File: src/rtl/ibex_pmp_csr.sv
// PMP CSR file: pmpcfg0-3, pmpaddr0-15, mseccfg; registered views for the PMP checker.
// Optional IBEX_PMP_SHADOW_EN keeps inverted shadow copies and flags mismatches on shadow_err_o.
package ibex_pmp_csr_pkg;
    typedef enum logic [1:0] {
        PMP_OFF   = 2'd0,
        PMP_TOR   = 2'd1,
        PMP_NA4   = 2'd2,
        PMP_NAPOT = 2'd3
    } pmp_mode_t;

    typedef struct packed {
        logic      lock;
        pmp_mode_t mode;
        logic      exec;
        logic      write;
        logic      read;
    } pmp_cfg_t;

    typedef struct packed {
        logic rlb;
        logic mmwp;
        logic mml;
    } pmp_mseccfg_t;

    localparam int PMP_ADDR_MSB = 33;
endpackage

module ibex_pmp_csr
    import ibex_pmp_csr_pkg::*;
#(
    parameter int PMPGranularity = 0,
    parameter int PMPNumRegions  = 4
) (
    input  logic                  clk_i,
    input  logic                  rst_ni,
    input  logic                  csr_we_i,
    input  logic [11:0]           csr_addr_i,
    input  logic [31:0]           csr_wdata_i,
    output logic                  csr_addr_hit_o,
    output logic [31:0]           csr_rdata_o,
    output pmp_cfg_t              csr_pmp_cfg_o [PMPNumRegions],
    output logic [PMP_ADDR_MSB:0] csr_pmp_addr_o [PMPNumRegions],
    output pmp_mseccfg_t          csr_pmp_mseccfg_o,
    output logic                  pmp_upd_o,
    output logic                  shadow_err_o
);
    localparam int N = PMPNumRegions;
    localparam int G = PMPGranularity;

    pmp_cfg_t     cfg_q  [N];
    pmp_cfg_t     cfg_d  [N];
    logic [31:0]  addr_q [N];
    logic [31:0]  addr_d [N];
    pmp_mseccfg_t msec_q, msec_d;
    logic         pmp_upd_q, pmp_upd_d;

    logic         cfg_sel, addr_sel, msec_sel, msech_sel;
    logic [N-1:0] locked;
    logic [N:0]   tor_lock;
    logic         any_lock;
    logic [7:0]   wb;

    assign cfg_sel   = csr_addr_i[11:2] == 10'h0E8;
    assign addr_sel  = csr_addr_i[11:4] == 8'h3B;
    assign msec_sel  = csr_addr_i == 12'h747;
    assign msech_sel = csr_addr_i == 12'h757;
    assign csr_addr_hit_o = cfg_sel | addr_sel | msec_sel | msech_sel;

    function automatic pmp_cfg_t cfg_warl(logic l, logic [4:0] lo, logic mml);
        pmp_cfg_t c;
        c.lock  = l;
        c.mode  = pmp_mode_t'(lo[4:3]);
        c.exec  = lo[2];
        c.read  = lo[0];
        c.write = lo[1] & (lo[0] | mml);
        if (G > 0 && c.mode == PMP_NA4) c.mode = PMP_OFF;
        return c;
    endfunction

    function automatic logic [31:0] addr_rd(logic [31:0] a, pmp_mode_t m);
        logic [31:0] r;
        r = a;
        for (int b = 0; b < 32; b++) begin
            if (G >= 2 && m == PMP_NAPOT && b <= G - 2) r[b] = 1'b1;
            if (G >= 1 && (m == PMP_OFF || m == PMP_TOR) && b < G) r[b] = 1'b0;
        end
        return r;
    endfunction

    always_comb begin
        locked   = '0;
        tor_lock = '0;
        any_lock = 1'b0;
        for (int i = 0; i < N; i++) begin
            locked[i]   = cfg_q[i].lock & ~msec_q.rlb;
            tor_lock[i] = locked[i] & (cfg_q[i].mode == PMP_TOR);
            any_lock    = any_lock | cfg_q[i].lock;
        end
    end

    always_comb begin
        msec_d    = msec_q;
        pmp_upd_d = 1'b0;
        wb        = '0;
        for (int i = 0; i < N; i++) begin
            cfg_d[i]  = cfg_q[i];
            addr_d[i] = addr_q[i];
        end
        if (csr_we_i) begin
            for (int i = 0; i < N; i++) begin
                wb = csr_wdata_i[8*(i%4) +: 8];
                // MML forbids creating locked executable or write-only rules
                if (cfg_sel && csr_addr_i[1:0] == 2'(i / 4) && !locked[i] &&
                    !(msec_q.mml && !msec_q.rlb && wb[7] &&
                      (wb[2] || (wb[1] && !wb[0]))))
                    cfg_d[i] = cfg_warl(wb[7], wb[4:0], msec_q.mml);
                if (addr_sel && csr_addr_i[3:0] == 4'(i) && !locked[i] &&
                    !tor_lock[i+1])
                    addr_d[i] = csr_wdata_i;
            end
            if (msec_sel) begin
                msec_d.mml  = msec_q.mml | csr_wdata_i[0];
                msec_d.mmwp = msec_q.mmwp | csr_wdata_i[1];
                if (msec_q.rlb || !any_lock) msec_d.rlb = csr_wdata_i[2];
            end
        end
        for (int i = 0; i < N; i++)
            pmp_upd_d = pmp_upd_d | (cfg_d[i] != cfg_q[i]) | (addr_d[i] != addr_q[i]);
        pmp_upd_d = pmp_upd_d | (msec_d != msec_q);
    end

    always_comb begin
        csr_rdata_o = '0;
        for (int i = 0; i < N; i++) begin
            if (cfg_sel && csr_addr_i[1:0] == 2'(i / 4))
                csr_rdata_o[8*(i%4) +: 8] = {cfg_q[i].lock, 2'b00, cfg_q[i].mode,
                                             cfg_q[i].exec, cfg_q[i].write, cfg_q[i].read};
            if (addr_sel && csr_addr_i[3:0] == 4'(i))
                csr_rdata_o = addr_rd(addr_q[i], cfg_q[i].mode);
        end
        if (msec_sel) csr_rdata_o = {29'b0, msec_q};
    end

    always_ff @(posedge clk_i or negedge rst_ni) begin
        if (!rst_ni) begin
            for (int i = 0; i < N; i++) begin
                cfg_q[i]  <= '0;
                addr_q[i] <= '0;
            end
            msec_q    <= '0;
            pmp_upd_q <= 1'b0;
        end else begin
            for (int i = 0; i < N; i++) begin
                cfg_q[i]  <= cfg_d[i];
                addr_q[i] <= addr_d[i];
            end
            msec_q    <= msec_d;
            pmp_upd_q <= pmp_upd_d;
        end
    end

    for (genvar i = 0; i < N; i++) begin : g_out
        assign csr_pmp_cfg_o[i]  = cfg_q[i];
        assign csr_pmp_addr_o[i] = {addr_q[i], 2'b00};
    end
    assign csr_pmp_mseccfg_o = msec_q;
    assign pmp_upd_o         = pmp_upd_q;

`ifdef IBEX_PMP_SHADOW_EN
    pmp_cfg_t     cfg_sh_q  [N];
    logic [31:0]  addr_sh_q [N];
    pmp_mseccfg_t msec_sh_q;
    logic         shadow_err_q, shadow_err_d;

    always_comb begin
        shadow_err_d = shadow_err_q | (msec_q != ~msec_sh_q);
        for (int i = 0; i < N; i++)
            shadow_err_d = shadow_err_d | (cfg_q[i] != ~cfg_sh_q[i]) |
                           (addr_q[i] != ~addr_sh_q[i]);
    end

    always_ff @(posedge clk_i or negedge rst_ni) begin
        if (!rst_ni) begin
            for (int i = 0; i < N; i++) begin
                cfg_sh_q[i]  <= '1;
                addr_sh_q[i] <= '1;
            end
            msec_sh_q    <= '1;
            shadow_err_q <= 1'b0;
        end else begin
            for (int i = 0; i < N; i++) begin
                cfg_sh_q[i]  <= ~cfg_d[i];
                addr_sh_q[i] <= ~addr_d[i];
            end
            msec_sh_q    <= ~msec_d;
            shadow_err_q <= shadow_err_d;
        end
    end
    assign shadow_err_o = shadow_err_q;
`else
    assign shadow_err_o = 1'b0;
`endif
endmodule

File: config.mk
export PLATFORM = sky130hd
export DESIGN_NAME = ibex_pmp_csr
export DESIGN_NICKNAME = d
export VERILOG_FILES = /design/src/rtl/ibex_pmp_csr.sv
export SDC_FILE = /design/constraint.sdc
export NUM_CORES = 1
export LEC_CHECK = 0
export ABC_AREA = 1
export BUFFER_PORTS_ARGS = -buffer_cell sky130_fd_sc_hd__buf_4
export CAP_MARGIN = 20
export CELL_PAD_IN_SITES_DETAIL_PLACEMENT = 1
export CELL_PAD_IN_SITES_GLOBAL_PLACEMENT = 2
export CORE_MARGIN = 4
export CORE_UTILIZATION = 30
export DETAILED_ROUTE_END_ITERATION = 8
export PLACE_DENSITY = 0.84
export SLEW_MARGIN = 20
export SYNTH_ARGS = -nofsm -noshare
export SYNTH_HDL_FRONTEND = slang
export SYNTH_SLANG_ARGS = --single-unit
File: constraint.sdc
create_clock -name clk_i -period 2.6 [get_ports clk_i]
set_input_delay 0.52 -clock clk_i [delete_from_list [all_inputs] [get_ports clk_i]]
set_output_delay 0.52 -clock clk_i [all_outputs]
set_load 0.1 [all_outputs]
==> out/results.ini <==
[run_status]
status=finished, violations left
violations=setup timing

[synthesis]
syn_inst=1737
synth_top_area_frac=0.3428
async_reset_ff_frac=1.000
synth-main-ff-cell=dfrtp_1
synth-edff-count=0
synth_area_leader_cell=dfrtp_1
synth_area_leaders=dfrtp_1, nand4_1, inv_1
syn-mean-instance-area_um2=6.556
yosysUniqueCellTypes=40
synth_area_mm2=0.01139
synth_seq_cells=156
synth-seq-area-share=0.3428
ys_warn_count=0

[cells_and_area]
drive_gt1_frac=0.3083
layout.nets=2165
mostFrequentLayoutCell=buf_4
seq_area_mm2=0.003904
syn2layout_area_growth_pct=54.48
finalNonFillerCells=2643
multiInputGateArea_mm2=0.006397
layout_common_cells=buf_4, inv_1, nand2_1, nand4_1, o21ai_0
n_fill_cell=4656

[critical_path]
crit_fanout=5
path_buf_inv=7
cp_cell_sequence=buf_8 > inv_8 > nand2_4 > nor2_4 > nand2_4 > buf_12 > nor2_8 > inv_8 > buf_6 > buf_16 > o221ai_2 > o211ai_1 > a21oi_4 > buf_12
r2r_end=pmp_upd_o
worstReg2RegStart=csr_pmp_mseccfg_o[2]
crit_path_top_delay_cell=o211ai_1
max_stage_delay_ps=180
path_class=input port to output port
rr_worst_depth=17
cpLargestDelayFamily=buffers and inverters
worstPathArrival_ps=2260
cp-end-kind=output port
reg2reg_setup_slack_ps=70
cp.required_ps=2080
cp-start-kind=input port

[hold_path]
hold_path_class=input port to async pin

[global_route]
grt_pass1_wl_um=110200
grt_pass1_vias=15340
grt_start_max_net_pins=56
grt_overflow=0
antenna_found_initial=0
grtUsageTotal=0.3671

[drt]
routedLengthMet1_um=31480
drt_first_iter_violations=1677
dr_wl_met2_um=34880
wl_met3_um=6228
drt-pass1-iter-count=5
routed_wl_um=77450
vias=15260
ant_nets=0
drc=0
wl_per_cell_um=29.30
vias_per_cell=5.772
maxUsedRoutingLayer=met4

[cts]
cts_tree=yes
path_clk_slew_ps=60
cts_buffer_depth=2
ctsHoldBuffers=0
htreeDepth=4
clockRootBuffer=clkbuf_16
cts_made_buffers=17
clock_sinks=156
clk_latency_ps=480

[sta]
fin_skew_ps=15.74
setup_viol=32
relSlewSlack=0.5775
holdWs_ps=16.09
min_period_over_period=1.068
finalWorstSetupSlack_ps=-175.8
setup_tns_ps=-3129
final_hold_viol_count=0
clock.fmax_mhz=360.3
tightest_slew_ps=628.4
slew_violations=0
min_period_ps=2776
rsz0062_at_grt=yes

[pwr]
ir_worst_vdd_mv=0.4894
power-per-cell-area_mw_per_mm2=325.2
total_power_mw=5.722
cellLeakagePower_nw=8.695

[place]
gp_congestion=0.9952
dp_hpwl_um=59380
portBuffers=235
dpl.cell_count=2585

[floorplan]
die_h_um=202.8
start_util=0.3031
die_x_um=202.8
io_pins=245
core_mm2=0.03758
die_area_mm2=0.04114
row_count=71

[job]
cap_violations=0

[how the worst max path moves through the flow]
stage | endpoint | slack [ps] | start | depth (start not counted)
2_1_floorplan | csr_rdata_o[20] | -480 | csr_addr_i[6] | 12
3_3_place_gp | csr_rdata_o[24] | -570 | csr_addr_i[5] | 12
3_5_place_dp | csr_rdata_o[24] | -580 | csr_addr_i[5] | 12
4_1_cts | csr_rdata_o[24] | -210 | csr_addr_i[7] | 10
5_1_grt | csr_rdata_o[30] | -230 | csr_addr_i[6] | 14
6_report | csr_rdata_o[30] | -180 | csr_addr_i[10] | 14
[through the flow]
stage	util	instance area, µm²	setup WS (ps)
4_1_cts	0.4624	17380	-214.3
3_5_place_dp	0.4156	15620	-584.9
2_1_floorplan	-	11980	-479.9
6_report	0.4682	17590	-175.8
5_1_grt	0.4681	17590	-233.6
3_3_place_gp	0.4156	15620	-567.3
[area by class of cell]
| cell class | count | share of cell area |
|---|---|---|
| antenna | 1 | 0.0001422 |
| clock buffer | 22 | 0.02525 |
| clock inverter | 10 | 0.009388 |
| inverter | 363 | 0.08015 |
| multi-input combinational | 1099 | 0.3636 |
| sequential | 156 | 0.2219 |
| tap | 511 | 0.03634 |
| timing repair buffer | 481 | 0.2632 |
[Yosys cell counts (12+ instances only)]
| cell | count |
|---|---|
| a21oi_1 | 37 |
| buf_2 | 48 |
| buf_4 | 21 |
| clkbuf_1 | 46 |
| dfrtp_1 | 156 |
| inv_1 | 348 |
| inv_2 | 13 |
| nand2_1 | 323 |
| nand3_1 | 86 |
| nand4_1 | 226 |
| nor2_1 | 106 |
| o21ai_0 | 204 |
| o22ai_1 | 18 |
| o31ai_1 | 12 |
[cells by family (layout without fill, tap and decap cells)]
| logic type | count (synthesis) | count (layout) | share of synthesized area |
|---|---|---|---|
| compound gates | 326 | 326 | 0.1596 |
| buf+inv | 490 | 876 | 0.1769 |
| flops | 156 | 156 | 0.3428 |
| other cells | 1 | 10 | 0.0003293 |
| simple gates | 764 | 764 | 0.3204 |
[worst reg2reg max path, cell delays in order, from the launching register on]
cell	delay [ps]
dfrtp_1	410
inv_4	120
nand2_1	80
nor2_1	110
buf_4	140
nor2_4	60
nand2_4	160
buf_12	140
inv_2	40
buf_4	190
nand3_1	210
o31ai_1	110
nor2_1	110
nand2_1	60
nor2_1	130
nand2_1	60
nor2_1	170
nand3_1	110
[layer usage]
layer	vias up	GRT usage
met4	0	0.2000
met1	7637	0.4817
met3	206	0.05942
li1	6505	-
met2	908	0.5802
met5	-	0
[sequential cells by signal, summed over array words and instances (netlist names)]
register           flops
csr_pmp_addr_o       128
csr_pmp_cfg_o         24
csr_pmp_mseccfg_o      3
pmp_upd_o              1
[where the power goes]
part | internal [mW] | switching, mW | leakage (nW) | total (mW)
Combinational | 0.127 | 0.368 | 6.89 | 0.495
Sequential | 2.43 | 0.000456 | 1.52 | 2.43
Clock | 1.61 | 1.19 | 0.285 | 2.80
[what timing repair did]
item	CTS	global route
cloned	8	0
setup buffers	15	3
endpoints found under the setup margin	33	33
pin swaps	21	16
gates resized for setup	196	54
No activity file was read; power rests on OpenSTA's default activity.
